--- src/rtl/rob_alloc_ctrl_if.sv ---
// Decode/ROB-facing bundle for the ROB allocation controller.
// Carries slot requests, commit/exception reports and flush/occupancy status.
// master = decode/ROB side driving requests, slave = the controller itself.
interface rob_alloc_ctrl_if #(
    parameter int ROB_IDX_BITS = 4,
    parameter int ARCH_BITS    = 32
);
    // Decode-side slot request and the controller's answer
    logic                    allocReq;
    logic                    allocGrant;
    logic [ROB_IDX_BITS-1:0] allocIdx;

    // Retirement reports from the ROB head
    logic                    commit;
    logic                    except;
    logic [ARCH_BITS-1:0]    exceptPc;

    // Flush sequencing towards the ROB and the front end
    logic                    clear;
    logic                    redirectValid;
    logic [ARCH_BITS-1:0]    redirectPc;

    // Occupancy and error status
    logic [ROB_IDX_BITS:0]   count;
    logic                    full;
    logic                    empty;
    logic                    underflow;

    modport master (
        output allocReq, commit, except, exceptPc,
        input  allocGrant, allocIdx, clear, redirectValid, redirectPc,
               count, full, empty, underflow
    );

    modport slave (
        input  allocReq, commit, except, exceptPc,
        output allocGrant, allocIdx, clear, redirectValid, redirectPc,
               count, full, empty, underflow
    );
endinterface

--- src/rtl/rob_alloc_ctrl.sv ---
// Purpose: hands out ROB slots in program order, mirrors the head and sequences exception flushes.
// Latency: grant/index are combinational from allocReq; status, clear and redirect are registered.
// Backpressure: allocGrant drops while the ROB is full or a flush is in progress; commits never stall.
module rob_alloc_ctrl #(
    parameter int ROB_SLOTS    = 16,
    parameter int ROB_IDX_BITS = 4,
    parameter int ARCH_BITS    = 32,
    parameter int FLUSH_CYCLES = 2
) (
    input  logic                clk,
    input  logic                rst,
    rob_alloc_ctrl_if.slave     bus
);

    localparam int CNT_W = ROB_IDX_BITS + 1;

    localparam logic [0:0] ST_RUN   = 1'b0;
    localparam logic [0:0] ST_FLUSH = 1'b1;

    localparam logic [CNT_W-1:0] SLOTS_C    = CNT_W'(ROB_SLOTS);
    localparam logic [7:0]       FLUSH_LAST = 8'(FLUSH_CYCLES - 1);

    logic [0:0]              state_q,     state_d;
    logic [ROB_IDX_BITS-1:0] tail_q,      tail_d;
    logic [ROB_IDX_BITS-1:0] head_q,      head_d;
    logic [CNT_W-1:0]        count_q,     count_d;
    logic                    clear_q,     clear_d;
    logic                    redir_vld_q, redir_vld_d;
    logic [ARCH_BITS-1:0]    redir_pc_q,  redir_pc_d;
    logic                    underflow_q, underflow_d;
    logic [7:0]              flush_cnt_q, flush_cnt_d;

    logic in_run;
    logic full;
    logic empty;
    logic grant;
    logic retire;
    logic exc_take;

    // Handshake qualification: grant never looks at a same-cycle commit, so a full ROB stays closed
    always_comb begin
        in_run   = (state_q == ST_RUN);
        full     = (count_q == SLOTS_C);
        empty    = (count_q == '0);
        grant    = in_run & bus.allocReq & ~full;
        exc_take = in_run & bus.commit & bus.except;
        retire   = in_run & bus.commit & ~bus.except & ~empty;
    end

    // Next-state: normal pointer/occupancy tracking in RUN, countdown and redirect timing in FLUSH
    always_comb begin
        state_d     = state_q;
        tail_d      = tail_q;
        head_d      = head_q;
        count_d     = count_q;
        clear_d     = 1'b0;
        redir_vld_d = 1'b0;
        redir_pc_d  = redir_pc_q;
        underflow_d = underflow_q;
        flush_cnt_d = flush_cnt_q;

        if (state_q == ST_RUN) begin
            // A commit against an empty ROB indicates an upstream bookkeeping bug; keep it visible
            if (bus.commit && empty) begin
                underflow_d = 1'b1;
            end

            if (exc_take) begin
                // Any slot granted this cycle is wiped by the clear, so pointers restart at zero
                state_d     = ST_FLUSH;
                clear_d     = 1'b1;
                tail_d      = '0;
                head_d      = '0;
                count_d     = '0;
                redir_pc_d  = bus.exceptPc;
                flush_cnt_d = FLUSH_LAST;
                // A one-cycle flush makes the entry cycle also the last flush cycle
                redir_vld_d = (FLUSH_CYCLES == 1);
            end else begin
                tail_d  = tail_q + ROB_IDX_BITS'(grant);
                head_d  = head_q + ROB_IDX_BITS'(retire);
                count_d = count_q + CNT_W'(grant) - CNT_W'(retire);
            end
        end else begin
            // Commits/exceptions are ignored here; the ROB is being cleared underneath us
            if (flush_cnt_q == 8'd0) begin
                state_d = ST_RUN;
            end else begin
                flush_cnt_d = flush_cnt_q - 8'd1;
            end
            // Raise redirect for the final flush cycle, i.e. when the counter is about to hit zero
            redir_vld_d = (flush_cnt_q == 8'd1);
        end
    end

    // State registers; a reset mid-flush simply abandons the sequence
    always_ff @(posedge clk) begin
        if (!rst) begin
            state_q     <= ST_RUN;
            tail_q      <= '0;
            head_q      <= '0;
            count_q     <= '0;
            clear_q     <= 1'b0;
            redir_vld_q <= 1'b0;
            redir_pc_q  <= '0;
            underflow_q <= 1'b0;
            flush_cnt_q <= '0;
        end else begin
            state_q     <= state_d;
            tail_q      <= tail_d;
            head_q      <= head_d;
            count_q     <= count_d;
            clear_q     <= clear_d;
            redir_vld_q <= redir_vld_d;
            redir_pc_q  <= redir_pc_d;
            underflow_q <= underflow_d;
            flush_cnt_q <= flush_cnt_d;
        end
    end

    // Output drive
    always_comb begin
        bus.allocGrant    = grant;
        bus.allocIdx      = tail_q;
        bus.clear         = clear_q;
        bus.redirectValid = redir_vld_q;
        bus.redirectPc    = redir_pc_q;
        bus.count         = count_q;
        bus.full          = full;
        bus.empty         = empty;
        bus.underflow     = underflow_q;
    end

endmodule

--- src/flat_wrapper.sv ---
// flat-port wrapper written by rule: the top's interface ports become plain ports
module rob_alloc_ctrl_flat 
#(
    parameter int ROB_SLOTS    = 16,
    parameter int ROB_IDX_BITS = 4,
    parameter int ARCH_BITS    = 32,
    parameter int FLUSH_CYCLES = 2
)
  (clk, rst, bus_allocReq, bus_commit, bus_except, bus_exceptPc, bus_allocGrant, bus_allocIdx, bus_clear, bus_redirectValid, bus_redirectPc, bus_count, bus_full, bus_empty, bus_underflow);
  rob_alloc_ctrl_if #(.ROB_IDX_BITS(ROB_IDX_BITS), .ARCH_BITS(ARCH_BITS)) bus_i ();
  input  logic clk;
  input  logic rst;
  input wire logic [$bits(bus_i.allocReq)-1:0] bus_allocReq;
  input wire logic [$bits(bus_i.commit)-1:0] bus_commit;
  input wire logic [$bits(bus_i.except)-1:0] bus_except;
  input wire logic [$bits(bus_i.exceptPc)-1:0] bus_exceptPc;
  output wire logic [$bits(bus_i.allocGrant)-1:0] bus_allocGrant;
  output wire logic [$bits(bus_i.allocIdx)-1:0] bus_allocIdx;
  output wire logic [$bits(bus_i.clear)-1:0] bus_clear;
  output wire logic [$bits(bus_i.redirectValid)-1:0] bus_redirectValid;
  output wire logic [$bits(bus_i.redirectPc)-1:0] bus_redirectPc;
  output wire logic [$bits(bus_i.count)-1:0] bus_count;
  output wire logic [$bits(bus_i.full)-1:0] bus_full;
  output wire logic [$bits(bus_i.empty)-1:0] bus_empty;
  output wire logic [$bits(bus_i.underflow)-1:0] bus_underflow;
  assign bus_i.allocReq = bus_allocReq;
  assign bus_i.commit = bus_commit;
  assign bus_i.except = bus_except;
  assign bus_i.exceptPc = bus_exceptPc;
  assign bus_allocGrant = bus_i.allocGrant;
  assign bus_allocIdx = bus_i.allocIdx;
  assign bus_clear = bus_i.clear;
  assign bus_redirectValid = bus_i.redirectValid;
  assign bus_redirectPc = bus_i.redirectPc;
  assign bus_count = bus_i.count;
  assign bus_full = bus_i.full;
  assign bus_empty = bus_i.empty;
  assign bus_underflow = bus_i.underflow;
  rob_alloc_ctrl #(.ROB_SLOTS(ROB_SLOTS), .ROB_IDX_BITS(ROB_IDX_BITS), .ARCH_BITS(ARCH_BITS), .FLUSH_CYCLES(FLUSH_CYCLES)) u_core (.clk(clk), .rst(rst), .bus(bus_i));
endmodule
--- config.mk ---
export PLATFORM = sky130hd
export DESIGN_NAME = rob_alloc_ctrl_flat
export DESIGN_NICKNAME = d
export VERILOG_FILES = /design/src/rtl/rob_alloc_ctrl_if.sv /design/src/rtl/rob_alloc_ctrl.sv /design/src/flat_wrapper.sv
export SDC_FILE = /design/constraint.sdc
export NUM_CORES = 1
export LEC_CHECK = 0
export ABC_AREA = 1
export CAP_MARGIN = 20
export CELL_PAD_IN_SITES_DETAIL_PLACEMENT = 1
export CELL_PAD_IN_SITES_GLOBAL_PLACEMENT = 1
export CORE_MARGIN = 1
export CORE_UTILIZATION = 25
export CTS_CLUSTER_DIAMETER = 40
export DETAILED_ROUTE_END_ITERATION = 7
export DONT_BUFFER_PORTS = 1
export PLACE_DENSITY_LB_ADDON = 0.1
export SYNTH_ARGS = -nofsm -noshare
export SYNTH_HDL_FRONTEND = slang
export SYNTH_SLANG_ARGS = --single-unit
--- constraint.sdc ---
create_clock -name clk -period 2.4 [get_ports clk]
set_input_delay 0.36 -clock clk [delete_from_list [all_inputs] [get_ports clk]]
set_output_delay 0.36 -clock clk [all_outputs]
set_load 0.03 [all_outputs]
-- After elaboration in Yosys (flattened, before gate mapping)
Cells that the tools add are included.
Widths: inputs -> output; s select.
- logic and storage cells: 43
- input bits: 37
- register bits after elaboration: 53
- output and inout port bits: 47
- reductions and logical operators: 9
- bitwise operators: 11
- equal/unequal tests: 3
- muxes and demuxes: 8
- add/subtract/negate cells: 4
- operators with widths (operator ; count):
    $mux 8 ; 3
    $eq 8x1->1 const B ; 1
    $logic_not 8->1 ; 1
    $reduce_and 2->1 ; 4
    $sub 8x1->8 const B ; 1
    $and 1x1->1 ; 6
    $add 5x1->5 ; 1
    $eq 5x5->1 const B ; 1
    $logic_not 5->1 ; 1
    $mux 5 ; 1
    $not 1->1 ; 5
    $sub 5x1->5 ; 1
    $add 4x1->4 ; 1
    $mux 4 ; 1
    $mux 1 ; 3
    $ne 2x2->1 const B ; 1
    $reduce_bool 2->1 ; 1
    $reduce_or 2->1 ; 1
    $logic_and 1x1->1 ; 1

-- Longest topological paths before layout
- depth in word-level cells: 6
- gate-level depth with buffers: 16
- mapped depth without buffers: 16

-- Least setup slack after synthesis
No wires, ideal clock.
- path kind: register to register
- from: register u_core.count_q[3], in the netlist u_core.bus.count[3]
- to: register u_core.count_q[4], in the netlist u_core.bus.count[4]
- arrival time: 2.648 ns
- required time: 2.285 ns
- setup time: 0.115 ns
- slack: -0.364 ns
- period minus slack after synthesis: 2.764 ns
- cell stages (with the launch flop): 16
- buffers on the path: 0
- path through: dfxtp_1 > inv_1 > ha_1 > nand3_1 > nor2_1 > inv_1 > nand3_1 > ha_1 > inv_1 > ha_1 > inv_1 > fa_1 > o21ai_0 > nand2_1 > nand2_1 > o21ai_2
- longest elaborated chain between the ends: 6
- elaborated cells on any way between the ends: 9
- classes of those cells: add/sub: 2; eq/ne: 1; mux: 1; bitwise: 4; reduce/logical: 1
- ends and longest elaborated chain (element ; line ; source):
    from (decl) ; rob_alloc_ctrl.sv:26 ; logic [CNT_W-1:0] count_q, count_d;
    from (signal assigned) ; rob_alloc_ctrl.sv:112 ; count_q <= count_d;
    $eq 5x5->1 ; rob_alloc_ctrl.sv:43 ; full = (count_q == SLOTS_C);
    named net bus_full ; flat_wrapper.sv:23 ; output wire logic [$bits(bus_i.full)-1:0] bus_full;
    $not 1->1 ; rob_alloc_ctrl.sv:45 ; grant = in_run & bus.allocReq & ~full;
    $and 1x1->1 ; rob_alloc_ctrl.sv:45 ;
    $add 5x1->5 ; rob_alloc_ctrl.sv:82 ; count_d = count_q + CNT_W'(grant) - CNT_W'(retire);
    $sub 5x1->5 ; rob_alloc_ctrl.sv:82 ;
    $mux 5 ; rob_alloc_ctrl.sv:68 ; if (exc_take) begin
The timed path passes the listed nets, and every way through them passes these cells.
A chain may end at the register's enable or synchronous reset.

-- Final worst setup path
- from: register u_core.count_q[3], in the netlist u_core.bus.count[3]
- to: register u_core.count_q[4], in the netlist u_core.bus.count[4]
- longest elaborated chain between the ends: 6
- elaborated cells on any way between the ends: 9
- classes of those cells: add/sub: 2; eq/ne: 1; mux: 1; bitwise: 4; reduce/logical: 1
- ends and longest elaborated chain (element ; line):
    $eq 5x5->1 ; rob_alloc_ctrl.sv:43
    $not 1->1 ; rob_alloc_ctrl.sv:45
    $and 1x1->1 ; rob_alloc_ctrl.sv:45
    $add 5x1->5 ; rob_alloc_ctrl.sv:82
    $sub 5x1->5 * ; rob_alloc_ctrl.sv:82
    $mux 5 * ; rob_alloc_ctrl.sv:68
Mark *: on every way between the ends. The rest lies on a longest branch, timed or not.

==> flow_summary.json <==
{
  "fillers": 1039,
  "finalSetupViolations": 0,
  "worst_slew_pin_slew_ns": 0.600,
  "via_per_inst": 4.64,
  "num_rows": 34,
  "insertedDiodeCount": 0,
  "reg2reg_setup_slack_ns": 0.13,
  "seq_area_frac_synth_pct": 46.7,
  "syn_nets": 295,
  "fin_cells": 369,
  "port_buffers": 0,
  "clkTransAtPathRegs_ns": 0.12,
  "start_util_pct": 25.9,
  "syn_area_per_cell_sq_um": 9.20,
  "grt_pass1_wl_mm": 8.74,
  "max_cap_viol_count": 0,
  "cts_tree": "done",
  "timing.fmax_mhz": 441,
  "dieArea_sq_mm": 0.00947,
  "hold_end": "u_core.flush_cnt_q[0]$_SDFFE_PN0P_",
  "hp-start": "rst",
  "core_sq_mm": 0.00876,
  "relSlewSlack_pct": 59.8,
  "vias": 1711,
  "crit_required_ns": 2.61,
  "overflow": 0,
  "finalHoldViolCount": 0,
  "nets": 308,
  "cts.path.max_buffers": 2,
  "leakage_uw": 0.00113,
  "htreeDepth": 2,
  "cts_sinks": 53,
  "r2r_start": "u_core.bus.count[3]$_SDFFE_PN0N_",
  "r2r-end": "u_core.bus.count[4]$_SDFFE_PN0N_",
  "root_buffer": "clkbuf_8",
  "die_width_um": 97.3,
  "antenna_found_initial": 0,
  "place_area_sq_mm": 0.00244,
  "crit_path_start_kind": "register",
  "slew_violations": 0,
  "hold_buffers": 0,
  "outcome": "finished clean",
  "synth.cell_area_sq_mm": 0.00227,
  "worst-r2r-cell-count": 14,
  "power_density_mw_per_mm2": 1010,
  "grtUsageTotal_pct": 11.5,
  "yosys_warnings": 0,
  "critical_path_class": "register to register",
  "grt_pass1_vias": 1736,
  "syn_inst": 247,
  "placed_cells": 359,
  "area_growth_pct": 13.5,
  "wl_per_cell_um": 14.9,
  "period_share_pct": 94.4,
  "drive_above_1_share_pct": 20.3,
  "place.gp.congestion": 0.749,
  "synth_seq_cells": 53,
  "irDropWorstVdd_v": 0.000344,
  "synth.distinct_cells": 31,
  "fin_area_sq_mm": 0.00258,
  "critPathCaptureType": "register",
  "die_h_um": 97.3,
  "dr.pass1.iters": 4,
  "grt_setup_unrepaired": "true",
  "hpwl_mm": 3.94,
  "cp_max_fo": 3,
  "antenna_left": 0,
  "worstHoldPathCells": 2,
  "cts_buffers": 5,
  "fin_worst_skew_ns": 0.0156,
  "clk_latency_ns": 0.32,
  "drt_iter0_markers": 53,
  "cp.arrival_ns": 2.48,
  "route.detailed.drc": 0,
  "pin_count": 84,
  "min_path_type": "input pin to register",
  "fin_crit_ns": 2.27,
  "grt_max_degree": 37,
  "wirelength_mm": 5.49
}
[Yosys cell counts (all sizes together)]
master | instances | area share [%]
a21oi | 8 | 1.9
a22o | 32 | 13
buf | 6 | 3.0
dfxtp | 53 | 47
fa | 1 | 0.88
ha | 10 | 5.5
inv | 35 | 5.9
nand2 | 47 | 9.4
nand3 | 12 | 3.2
nand3b | 1 | 0.33
nand4 | 4 | 1.1
nor2 | 23 | 5.1
nor3 | 1 | 0.22
o211ai | 1 | 0.33
o21ai | 7 | 1.9
o22ai | 2 | 0.55
xnor2 | 2 | 0.77
xor2 | 2 | 0.77
[stage by stage]
| step | setup TNS [ns] | util [%] | setup WS [ns] | hold slack (ns) | power, uW |
|---|---|---|---|---|---|
| floorplan | 0 | - | 0.000858 | 0.453 | 1790 |
| global placement | 0 | 27.8 | 0.0747 | 0.489 | 2010 |
| detailed placement | -0.0416 | 27.8 | -0.0416 | 0.501 | 2010 |
| CTS | 0 | 28.9 | 0.0213 | 0.153 | 2590 |
| global route | -0.0337 | 29.4 | -0.0337 | 0.157 | 2810 |
| finish | 0 | 29.4 | 0.133 | 0.167 | 2620 |
[power breakdown]
group	switching (uW)	internal, uW
registers	160	977
clock network	342	214
logic	571	353
total	1070	1540
[cells by family after synthesis]
kind of cell	after synthesis	synth area share, %
AOI/OAI and AO/OA	50	17.2
xor gates and xnor gates	4	1.54
DFF	53	46.7
adders and majority gates	11	6.39
and+or+nand+nor	88	19.3
buffers and inverters	41	8.87
[area by class of cell]
| class | count | area (sq um) | share of cell area [%] |
|---|---|---|---|
| clock buffer | 5 | 68.8 | 2.67 |
| clock inverter | 3 | 25.0 | 0.970 |
| inverter | 35 | 139 | 5.39 |
| multi-input combinational | 153 | 1050 | 40.8 |
| sequential | 53 | 1070 | 41.5 |
| tap | 108 | 135 | 5.24 |
| timing repair buffer | 12 | 90.1 | 3.49 |
[cell usage in the layout, fill, tap and decap left out, drive strengths merged]
cell	count
dfxtp	53
nand2	47
inv	37
a22o	32
nor2	23
buf	12
nand3	12
ha	10
a21oi	8
o21ai	7
clkbuf	5
nand4	4
xnor2	2
xor2	2
o22ai	2
o211ai	1
nor3	1
nand3b	1
fa	1
clkinvlp	1
[per-layer routing]
metal	up-vias	GRT usage (%)	routed length [um]
li1	848	-	-
met1	819	14.0	2480
met2	40	19.8	2720
met3	4	2.95	239
met4	0	3.39	55
met5	-	0	0
[flip-flops by register name, summed over array words and instances (netlist names)]
register                  cells
u_core.bus.redirectPc        32
u_core.state_q                1
u_core.bus.redirectValid      1
u_core.flush_cnt_q            8
u_core.bus.allocIdx           4
u_core.bus.clear              1
u_core.bus.underflow          1
u_core.bus.count              5
[critical path, stage by stage (launching register included)]
cell and delay (ns):
dfxtp_4 0.36, inv_4 0.06, ha_4 0.13, nand3_4 0.08, o211ai_1 0.19, inv_1 0.06, ha_1 0.27, inv_1 0.06
ha_2 0.18, inv_2 0.05, fa_2 0.40, o21ai_2 0.14, nand2_1 0.06, nand2_1 0.08, o21ai_2 0.05
[worst max-delay path by stage]
stage                                           startpoint                               end  slack [ns]  cells past startpoint
final                     u_core.bus.count[3]$_SDFFE_PN0N_  u_core.bus.count[4]$_SDFFE_PN0N_        0.13                     14
after global routing      u_core.bus.count[3]$_SDFFE_PN0N_  u_core.bus.count[4]$_SDFFE_PN0N_       -0.03                     14
after CTS                 u_core.bus.count[2]$_SDFFE_PN0N_  u_core.bus.count[4]$_SDFFE_PN0N_        0.02                     14
after detailed placement  u_core.bus.count[2]$_SDFFE_PN0N_  u_core.bus.count[4]$_SDFFE_PN0N_       -0.04                     14
after global placement    u_core.bus.count[2]$_SDFFE_PN0N_  u_core.bus.count[4]$_SDFFE_PN0N_        0.07                     14
after floorplan           u_core.bus.count[2]$_SDFFE_PN0N_  u_core.bus.count[4]$_SDFFE_PN0N_      0.0009                     15
[repair_timing]
item                                    in CTS  in global routing
setup buffers                                0                  2
pin swaps                                    0                  6
cloned                                       0                  0
endpoints found under the setup margin       1                  3
resized for setup                            2                  9
Power figures use the tool's default switching activity.
